File: src/rtl/red_pitaya_pfd_divider_block.sv
// Edge-counting phase-frequency detector: synchronised inputs, per-channel edge
// prescalers, saturating/wrapping signed integrator and a window lock detector.
module red_pitaya_pfd_divider_block #(
  parameter int INTBITS    = 20,
  parameter int OUTBITS    = 14,
  parameter int DIVBITS    = 8,
  parameter int SYNCSTAGES = 2,
  parameter int LOCKBITS   = 16
) (
  input  logic                      clk_i,
  input  logic                      rstn_i,
  input  logic                      s1_i,
  input  logic                      s2_i,
  input  logic [DIVBITS-1:0]        div1_i,
  input  logic [DIVBITS-1:0]        div2_i,
  input  logic                      falling_i,
  input  logic                      wrap_i,
  input  logic                      clear_i,
  input  logic [OUTBITS-2:0]        window_i,
  output logic signed [OUTBITS-1:0] integral_o,
  output logic                      sat_o,
  output logic                      lock_o
);

  localparam logic [DIVBITS-1:0]        DIV_ONE   = DIVBITS'(1);
  localparam logic signed [INTBITS-1:0] INT_ONE   = INTBITS'(1);
  localparam logic signed [INTBITS-1:0] INT_MAX   = {1'b0, {(INTBITS-1){1'b1}}};
  localparam logic signed [INTBITS-1:0] INT_MIN   = {1'b1, {(INTBITS-1){1'b0}}};
  localparam logic [OUTBITS-1:0]        OUT_ONE   = OUTBITS'(1);
  localparam logic [LOCKBITS-1:0]       LOCK_ONE  = LOCKBITS'(1);
  localparam logic [LOCKBITS-1:0]       LOCK_FULL = '1;

  logic [SYNCSTAGES-1:0]        sync1_q, sync1_d, sync2_q, sync2_d;
  logic                         hist1_q, hist1_d, hist2_q, hist2_d;
  logic [DIVBITS-1:0]           cnt1_q, cnt1_d, cnt2_q, cnt2_d;
  logic                         p1_q, p1_d, p2_q, p2_d;
  logic signed [INTBITS-1:0]    integ_q, integ_d;
  logic                         sat_q, sat_d;
  logic [LOCKBITS-1:0]          lockcnt_q, lockcnt_d;
  logic                         lock_q, lock_d;

  logic                         s1_sync, s2_sync;
  logic                         edge1_det, edge2_det;
  logic [OUTBITS-1:0]           out_u, mag;
  logic                         in_win;

  assign s1_sync    = sync1_q[SYNCSTAGES-1];
  assign s2_sync    = sync2_q[SYNCSTAGES-1];
  assign integral_o = integ_q[INTBITS-1 -: OUTBITS];
  assign sat_o      = sat_q;
  assign lock_o     = lock_q;

  // Synchronisers and history are deliberately left out of clear_i so that
  // clearing never manufactures an edge.
  always_comb begin
    sync1_d   = {sync1_q[SYNCSTAGES-2:0], s1_i};
    sync2_d   = {sync2_q[SYNCSTAGES-2:0], s2_i};
    hist1_d   = s1_sync;
    hist2_d   = s2_sync;
    edge1_det = falling_i ? (~s1_sync & hist1_q) : (s1_sync & ~hist1_q);
    edge2_det = falling_i ? (~s2_sync & hist2_q) : (s2_sync & ~hist2_q);
  end

  always_comb begin
    cnt1_d = cnt1_q;
    p1_d   = 1'b0;
    cnt2_d = cnt2_q;
    p2_d   = 1'b0;
    if (clear_i) begin
      cnt1_d = '0;
      cnt2_d = '0;
    end else begin
      if (edge1_det) begin
        if (cnt1_q >= div1_i) begin
          cnt1_d = '0;
          p1_d   = 1'b1;
        end else begin
          cnt1_d = cnt1_q + DIV_ONE;
        end
      end
      if (edge2_det) begin
        if (cnt2_q >= div2_i) begin
          cnt2_d = '0;
          p2_d   = 1'b1;
        end else begin
          cnt2_d = cnt2_q + DIV_ONE;
        end
      end
    end
  end

  always_comb begin
    integ_d = integ_q;
    case ({p1_q, p2_q})
      2'b10:   if (wrap_i || (integ_q != INT_MAX)) integ_d = integ_q + INT_ONE;
      2'b01:   if (wrap_i || (integ_q != INT_MIN)) integ_d = integ_q - INT_ONE;
      default: integ_d = integ_q;
    endcase
    if (clear_i) integ_d = '0;
    sat_d = ~clear_i & ~wrap_i & ((integ_d == INT_MAX) | (integ_d == INT_MIN));
  end

  // The most negative output maps to 2^(OUTBITS-1), which no window can reach.
  always_comb begin
    out_u     = integral_o;
    mag       = out_u[OUTBITS-1] ? (~out_u + OUT_ONE) : out_u;
    in_win    = (mag <= {1'b0, window_i});
    lockcnt_d = '0;
    if (!clear_i && in_win) begin
      lockcnt_d = (lockcnt_q == LOCK_FULL) ? lockcnt_q : (lockcnt_q + LOCK_ONE);
    end
    lock_d = ~clear_i & in_win & (lockcnt_q == LOCK_FULL);
  end

  always_ff @(posedge clk_i or negedge rstn_i) begin
    if (!rstn_i) begin
      sync1_q   <= '0;
      sync2_q   <= '0;
      hist1_q   <= 1'b0;
      hist2_q   <= 1'b0;
      cnt1_q    <= '0;
      cnt2_q    <= '0;
      p1_q      <= 1'b0;
      p2_q      <= 1'b0;
      integ_q   <= '0;
      sat_q     <= 1'b0;
      lockcnt_q <= '0;
      lock_q    <= 1'b0;
    end else begin
      sync1_q   <= sync1_d;
      sync2_q   <= sync2_d;
      hist1_q   <= hist1_d;
      hist2_q   <= hist2_d;
      cnt1_q    <= cnt1_d;
      cnt2_q    <= cnt2_d;
      p1_q      <= p1_d;
      p2_q      <= p2_d;
      integ_q   <= integ_d;
      sat_q     <= sat_d;
      lockcnt_q <= lockcnt_d;
      lock_q    <= lock_d;
    end
  end

endmodule

File: config.mk
export PLATFORM = sky130hd
export DESIGN_NAME = red_pitaya_pfd_divider_block
export DESIGN_NICKNAME = d
export VERILOG_FILES = /design/src/rtl/red_pitaya_pfd_divider_block.sv
export SDC_FILE = /design/constraint.sdc
export NUM_CORES = 1
export LEC_CHECK = 0
export CORE_MARGIN = 5
export CORE_UTILIZATION = 55
export CTS_CLUSTER_SIZE = 16
export DETAILED_ROUTE_END_ITERATION = 6
export DONT_BUFFER_PORTS = 1
export PLACE_DENSITY = 0.79
export RECOVER_POWER = 25
export SYNTH_ARGS = -nofsm -noshare
export SYNTH_HDL_FRONTEND = slang
export SYNTH_SLANG_ARGS = --single-unit
export TNS_END_PERCENT = 50
File: constraint.sdc
create_clock -name clk_i -period 3.5 [get_ports clk_i]
set_input_delay 0.7 -clock clk_i [delete_from_list [all_inputs] [get_ports clk_i]]
set_output_delay 0.7 -clock clk_i [all_outputs]
set_load 0.01 [all_outputs]
# Yosys cells after proc, flatten, opt, wreduce, memory -nomap -nowiden
# Index checks and enable logic that the tools add are counted.
# totals
register_bits	62
latch_bits	0
ramBits	0
rom_bits	0
inputBits	36
wordCells	72
mem_count	0
# op_classes
n_addsub	6
mul	0
div	0
order_cmp	3
n_eq_ne	8
shift	0
muxes	21
bitwise_logic	16
reduce_logical	6
# op_table
cell	n
$mux W20	3
$mux W8	6
$eq A20 B20 Y1 const B	2
$ne A20 B20 Y1 const B	2
$pmux W20 S2	1
$mux W16	2
$add A20 B2 Y20 const B	1
$sub A20 B2 Y20 const B	1
$add A16 B1 Y16 const B	1
$add A8 B1 Y8 const B	2
$eq A16 B16 Y1 const B	1
$ge A8 B8 Y1	2
$add A14 B1 Y14 const B	1
$le A14 B13 Y1	1
$mux W14	1
$not A14 Y14	1
$and A1 B1 Y1	8
$mux W1	8
$not A1 Y1	6
$reduce_bool A2 Y1	2
$eq A2 B1 Y1 const B	1
$eq A2 B2 Y1 const B	1
$logic_or A1 B1 Y1	2
$ne A2 B2 Y1 const B	1
3 further kinds	3

# Depth between registers and ports, before layout
# Gate-level depths: netlist of run 1.
# depth
depth_word	8
depth_mapped	17
mapped_depth_nobuf	14

# Worst setup path after synthesis of run 1
# Ideal clock, no wire load.
# synth_timing
kind	reg-to-reg
start	register integ_q[6]
end	register lockcnt_q[0]
setup_time_ps	132
t_arrival_ps	3036
required_time_ps	3368
path_slack_ps	333
path_stages_with_launch	15
n_path_buf	3
synth_period_minus_slack_ps	3167
path_cell_list	dfrtp_1 clkbuf_1 inv_1 ha_1 or3b_2 nor3_1 nand2b_1 xnor2_1 ha_1 nand2_1 o311ai_0 a221o_1 clkbuf_1 clkbuf_1 nor2_1
# synth_via
elab_chain_cells	6
# synth_rtl
element	line_no	rtl
from (decl)	37	logic signed [INTBITS-1:0] integ_q, integ_d;
from (signal assigned)	138	integ_q <= integ_d;
$not A14 Y14	106	mag = out_u[OUTBITS-1] ? (~out_u + OUT_ONE) : out_u;
$add A14 B1 Y14	106	
$mux W14 (*)	106	
$le A14 B13 Y1 (*)	107	in_win = (mag <= {1'b0, window_i});
$logic_and A1 B1 Y1 (*)	109	if (!clear_i && in_win) begin
$ne A2 B2 Y1 (no line) or $mux W16 (tied branches)	--	
to (signal assigned)	140	lockcnt_q <= lockcnt_d;
to (decl)	39	logic [LOCKBITS-1:0] lockcnt_q, lockcnt_d;
# Every way passes the cells marked *; elsewhere a longest branch is shown, timed or not.
# A chain may end at the register's enable or synchronous reset.

# Final worst setup path of run 1
# layout_timing
start	register integ_q[18]
end	register sat_q (netlist: sat_o)
# layout_via
elab_chain_cells	8
# layout_rtl
element	line_no	rtl
parallel branches: the longest is 3 deep, another holds $sub A20 B2 Y20	--	
$pmux W20 S2 (*)	94	case ({p1_q, p2_q})
$mux W20 (*)	99	if (clear_i) integ_d = '0;
$eq A20 B20 Y1	100	sat_d = ~clear_i & ~wrap_i & ((integ_d == INT_MAX) | (integ_d == INT_MIN));
$or A1 B1 Y1 (*)	100	
$and A1 B1 Y1 (*)	100	
net sat_d	38	logic sat_q, sat_d;
to (signal assigned)	139	sat_q <= sat_d;
to (decl)	38	
# Mark *: on every way through the listed nets, which the timed path passes.

==> results.md, run 1 <==
- Fin. max-slew vios: 0
- Final Cycle Share: 0.934
- Crit start category: flop
- Final Hold Viols: 0
- Nets@finish: 727
- Clk Latency, worst-skew pair: 0.34 ns
- Die ar.: 11,900 sq um
- Syn Inst Count: 652
- Max FO, Critical Path: 7
- Clk buf depth: 2
- Status: completed
- Worst-Margin Slew: 0.694 ns
- Crit-path max cell delay: 0.55 ns
- Critical Path Slowest Stage Cell: or4_4
- Boundary Pins: 52
- Syn nets: 727
- First-pass GRT wire length: 24.0 mm
- Largest net degree at the start of global routing: 63
- Die height: 109 um
- Worst-path clk slew: 0.08 ns
- DR pass1 iterations: 5
- Synth unique cells: 88
- Placed cell count: 774
- All-layer global routing usage: 0.256
- Syn avg cell area: 8.27 sq um
- Count of final setup violators: 0
- Ratio of cells with drive above 1 in the final layout: 0.152
- Most frequent cells in the layout: 63 x nor2_1, 62 x dfrtp_1, 57 x nand2_1
- Relative slew slack: 0.534
- Fin crit period: 3.27 ns
- Unrepaired setup endpoints after global routing: false
- Post-synth EDFFs: 0
- CP Class: flop to flop
- Finished Layout Cells: 790
- Post-synthesis cell area: 5390 sq um
- Post-CTS Hold Buffers: 0
- Final HPWL DP: 11.1 mm
- Power Density: 240 nW/um^2
- DRT antenna net count: 0
- Share of the yosys chip area belonging to registers: 0.288
- Clock Skews: 0.0158 ns
- Via count: 4,903
- H-tree level count: 3
- Synth Register Bits: 62
- HP Class: input port to asynchronous set/reset pin
- Max-cap violations: 0
- Area growth, synth to finish: 5.64%
- Vias in the first global route: 4,873
- Congestion Overflow GR: 0
- Vias per std cell: 6.21
- Clock sink total: 62
- CTS tree: done
- Critical-path cell list: or3_4 > or4_4 > nor2_1 > nor3_1 > a211oi_1 > buf_4 > and3_2 > a31oi_1 > o32ai_2
- Setup crit end kind: flop
- Antenna cells: 0
- Inserted Clock Buffers: 9
- Initial Util: 0.557
- Postcts setup bufs: 0
- Drt wl/cell: 18.5 um
- DRT iter0 DRCs: 484
- Initial antenna violation count: 0
- Leak Pwr: 2.68 nW
- Worst path arrival time: 3.51 ns
- Post-synth ARST share: 1.00
- Core footprint: 9680 sq um
- Setup TNS: 0 ns
- Max IR drop VDD: 206 uV
- Worst Path Required: 3.74 ns
- Root buffer cell: clkbuf_8
- Die Wd: 109 um
- Ys flop type: dfrtp_1
- Rows: 36
- Syn. warnings: 0
- DRC errors left: 0
- RePlAce Congestion: 1.01
- PortBufs: 0
- Fmax: 306 MHz
- Most common cell after layout, fill and taps aside: nor2_1
- DRT Wirelength: 14.6 mm
[cells by family after synthesis]
logic type | after synthesis | share of synthesized area
fa+ha+maj | 39 | 0.0905
mux | 5 | 0.00928
simple gates | 273 | 0.275
flops | 62 | 0.288
xor+xnor | 29 | 0.0471
buf+inv | 107 | 0.106
compound gates | 137 | 0.184
[per-layer routing]
metal	vias up	track usage	share of wire
met1	2288	0.335	0.42
met5	-	0	0
met2	272	0.411	0.46
met4	0	0.0956	0.028
met3	38	0.0598	0.093
li1	2305	-	-
[per-stage QoR]
stage                     utilization  power, mW  hold slack (ns)  cell area, sq um  worst slack, ns
final                           0.588       1.37           0.0508              5700            0.231
after global placement          0.569      0.818            0.335              5510            0.278
after CTS                       0.586       1.38           0.0305              5680            0.157
after floorplan                     -      0.814            0.331              5390            0.333
after detailed placement        0.569      0.825            0.341              5510            0.175
after global routing            0.588       1.42           0.0392              5700          0.00368
[synth_stat cells, types with 5 or more instances]
master | count | area share
nand2b_1 | 9 | 0.010
nand2_1 | 57 | 0.040
nor2_1 | 63 | 0.044
a21oi_1 | 29 | 0.027
ha_1 | 39 | 0.090
xnor2_1 | 19 | 0.031
a21o_1 | 9 | 0.013
o21ai_0 | 28 | 0.026
buf_6 | 8 | 0.017
nand3_1 | 28 | 0.026
mux2i_1 | 5 | 0.0093
and3_1 | 10 | 0.012
inv_1 | 56 | 0.039
nand4_1 | 12 | 0.014
nor4_1 | 6 | 0.0070
xor2_1 | 10 | 0.016
buf_4 | 16 | 0.022
nor3_1 | 27 | 0.025
dfrtp_1 | 62 | 0.29
buf_2 | 8 | 0.0074
and2_1 | 6 | 0.0070
clkbuf_1 | 12 | 0.0084
a31oi_1 | 8 | 0.0093
or4_1 | 5 | 0.0070
a211oi_1 | 6 | 0.0084
[registers in the layout, indices dropped and copies added (netlist names), 2 cells and up]
name	cells
integ_q	20
lockcnt_q	16
cnt1_q	8
sync1_q	2
sync2_q	2
cnt2_q	8
[worst paths after layout]
path | from | endpoint | slack (ns) | cells after the start
setup / recovery | integ_q[18]$_DFF_PN0_ | sat_o$_DFF_PN0_ | 0.23 | 9
hold / removal | rstn_i | integ_q[16]$_DFF_PN0_ | 0.05 | 0
setup reg to reg | integ_q[18]$_DFF_PN0_ | sat_o$_DFF_PN0_ | 0.23 | 9
hold reg to reg | sync2_q[0]$_DFF_PN0_ | sync2_q[1]$_DFF_PN0_ | 0.35 | 0
max in group asynchronous | rstn_i | integ_q[7]$_DFF_PN0_ | 3.34 | 0
min in group clk_i | sync2_q[0]$_DFF_PN0_ | sync2_q[1]$_DFF_PN0_ | 0.35 | 0
[critical path, delay by kind of cell, from the launching register on]
family                 cells  cell delay (ns)
DFF                        1             0.52
and+or+nand+nor            5             1.59
buffers and inverters      1             0.21
AOI/OAI and AO/OA          3             0.85
[power by group]
| group | switching (mW) | leakage [nW] | internal [mW] |
|---|---|---|---|
| logic | 0.0429 | 1.75 | 0.0341 |
| registers | 0.00886 | 0.849 | 0.725 |
| clock network | 0.301 | 0.0862 | 0.255 |
| total | 0.352 | 2.68 | 1.01 |
[layout make-up]
class	count	area [sq um]
timing repair buffer	37	278
tap	133	166
fill	886	3990
clock inverter	6	36.3
inverter	59	249
sequential	62	1550
multi-input combinational	483	3290
clock buffer	10	128
[repair_timing]
item / CTS / global route
endpoints found under the hold margin: 0 / 0
gates resized for setup: 0 / 5
endpoints found under the setup margin: 0 / 18
No activity file was read; power rests on OpenSTA's default activity.
==> run 2, diff against run 1 <==
--- a/config.mk
+++ b/config.mk
@@ -10,7 +10,7 @@
 export CTS_CLUSTER_SIZE = 16
 export DETAILED_ROUTE_END_ITERATION = 6
 export DONT_BUFFER_PORTS = 1
-export PLACE_DENSITY = 0.79
+export PLACE_DENSITY = 0.77
 export RECOVER_POWER = 25
 export SYNTH_ARGS = -nofsm -noshare
 export SYNTH_HDL_FRONTEND = slang
==> results.md, run 2 (same netlist as run 1, synthesis figures left out) <==
- Clock Skews: 0.0140 ns
- Crit start category: flop
- H-tree level count: 3
- Worst path arrival time: 3.62 ns
- Die height: 109 um
- Setup crit end kind: flop
- Crit path launch: integ_q[18]$_DFF_PN0_
- Final instance area: 5750 sq um
- Fmax: 297 MHz
- Initial Util: 0.557
- Sw power: 0.346 mW
- Final Hold Viols: 0
- Clk buf depth: 2
- Most frequent cells in the layout: 63 x nor2_1, 62 x dfrtp_1, 57 x nand2_1
- Fin crit period: 3.36 ns
- Final core occ: 0.594
- Top Registers: integ_q x20, lockcnt_q x16
- Initial antenna violation count: 0
- Count of final setup violators: 0
- Status: completed
- Boundary Pins: 52
- Most common cell after layout, fill and taps aside: nor2_1
- First-pass GRT wire length: 24.6 mm
- Area growth, synth to finish: 6.56%
- Comb pwr share: 0.056
- DR pass1 iterations: 5
- Leak Pwr: 2.70 nW
- All-layer global routing usage: 0.270
- Power Density: 240 nW/um^2
- Final HPWL DP: 11.6 mm
- Inserted Clock Buffers: 9
- Reg2Reg Depth: 9
- Vias in the first global route: 4,893
- Root buffer cell: clkbuf_8
- DRT antenna net count: 0
- Core footprint: 9680 sq um
- Register share of total power: 0.533
- Clock sink total: 62
- Worst-path clk slew: 0.08 ns
- Clk Latency, worst-skew pair: 0.35 ns
- Rows: 36
- Vias per std cell: 6.27
- DRT iter0 DRCs: 475
- Post-CTS Hold Buffers: 0
- Fin. max-slew vios: 0
- Finished Layout Cells: 793
- Worst-Margin Slew: 0.791 ns
- Largest Register: integ_q
- Worst Path Required: 3.76 ns
- DRT Wirelength: 15.5 mm
- Max-cap violations: 0
- Largest register FFs: 20
- Ratio of cells with drive above 1 in the final layout: 0.155
- RePlAce Congestion: 1.04
- Relative slew slack: 0.469
- Nets@finish: 731
- CTS tree: done
- Flop-to-flop setup slack: 0.14 ns
- Congestion Overflow GR: 0
- Placed cell count: 777
- PortBufs: 0
- Placed cell area: 5550 sq um
- Final Cycle Share: 0.961
- Fraction of power spent switching nets: 0.251
- Antenna cells: 0
- Die ar.: 11,900 sq um
- Unrepaired setup endpoints after global routing: true
- P_int: 1.03 mW
- Largest net degree at the start of global routing: 63
- Critical path capture point: sat_o$_DFF_PN0_
- Via count: 4,969
- Reg-to-reg endpoint: sat_o$_DFF_PN0_
- CP Class: flop to flop
- Max FO, Critical Path: 7
- Max IR drop VDD: 207 uV
- HP Class: input port to asynchronous set/reset pin
- Drt wl/cell: 19.5 um
- Die Wd: 109 um
- R2r startpoint: integ_q[18]$_DFF_PN0_
- DRC errors left: 0
- Clock power share: 0.411
==> run 2: cell count changes in the layout (fill, tap and decap cells not counted), sizes merged <==
cell    delta
buf        +3
clkbuf     +2
clkinv     -2
a221o      +1
inv        -1
==> run 2: cell type report <==
type / count / area [sq um]
multi-input cells: 484 / 3300
clock buffers: 12 / 145
repair buffers: 40 / 313
fillers: 869 / 3940
flip-flops and latches: 62 / 1550
inverters: 59 / 249
well taps: 133 / 166
clock inverters: 3 / 21.3
==> run 2: worst min-delay path by stage <==
stage	start	endpoint	slack, ns	cells after the start
4_1_cts	rstn_i	integ_q[3]$_DFF_PN0_	0.02	0
3_3_place_gp	sync1_q[0]$_DFF_PN0_	sync1_q[1]$_DFF_PN0_	0.34	0
3_5_place_dp	sync1_q[0]$_DFF_PN0_	sync1_q[1]$_DFF_PN0_	0.34	0
6_report	rstn_i	integ_q[8]$_DFF_PN0_	0.03	0
2_1_floorplan	sync1_q[0]$_DFF_PN0_	sync1_q[1]$_DFF_PN0_	0.33	0
5_1_grt	rstn_i	integ_q[3]$_DFF_PN0_	0.02	0
==> run 2: power groups by stage <==
stage	combinational [mW]	clock, mW	sequential, mW
CTS	0.0767	0.584	0.734
finish	0.0774	0.567	0.735
detailed placement	0.0762	0	0.748
floorplan	0.0682	0	0.746
global route	0.0920	0.607	0.736
global placement	0.0722	0	0.747
==> run 2: timing repair <==
action                                  in CTS  in global routing
endpoints found under the hold margin        0                  0
buffers inserted                             0                  0
endpoints found under the setup margin       0                 18
resized for setup                            0                  6
==> run 2: routing by layer <==
| metal | global-route usage | wire length, um | up-vias |
|---|---|---|---|
| li1 | - | - | 2325 |
| met1 | 0.342 | 6310 | 2337 |
| met2 | 0.429 | 7040 | 264 |
| met3 | 0.0699 | 1510 | 43 |
| met4 | 0.132 | 587 | 0 |
| met5 | 0 | 0 | - |
==> run 2: through the flow <==
stage | hold slack, ns | setup WS (ns) | setup TNS (ns) | power [mW]
2_1_floorplan | 0.331 | 0.333 | 0 | 0.814
3_3_place_gp | 0.337 | 0.0970 | 0 | 0.820
3_5_place_dp | 0.341 | 0.0867 | 0 | 0.824
4_1_cts | 0.0182 | 0.118 | 0 | 1.39
5_1_grt | 0.0220 | -0.0106 | -0.0106 | 1.43
6_report | 0.0333 | 0.135 | 0 | 1.38
==> run 2: worst max-delay path, cell delays in order (launching register included) <==
cell and delay (ns):
dfrtp_1 0.51, or3_4 0.50, or4_4 0.57, nor2_1 0.20, nor3_1 0.13, a211oi_1 0.59
buf_4 0.23, and3_2 0.19, a31oi_1 0.12, o32ai_2 0.23
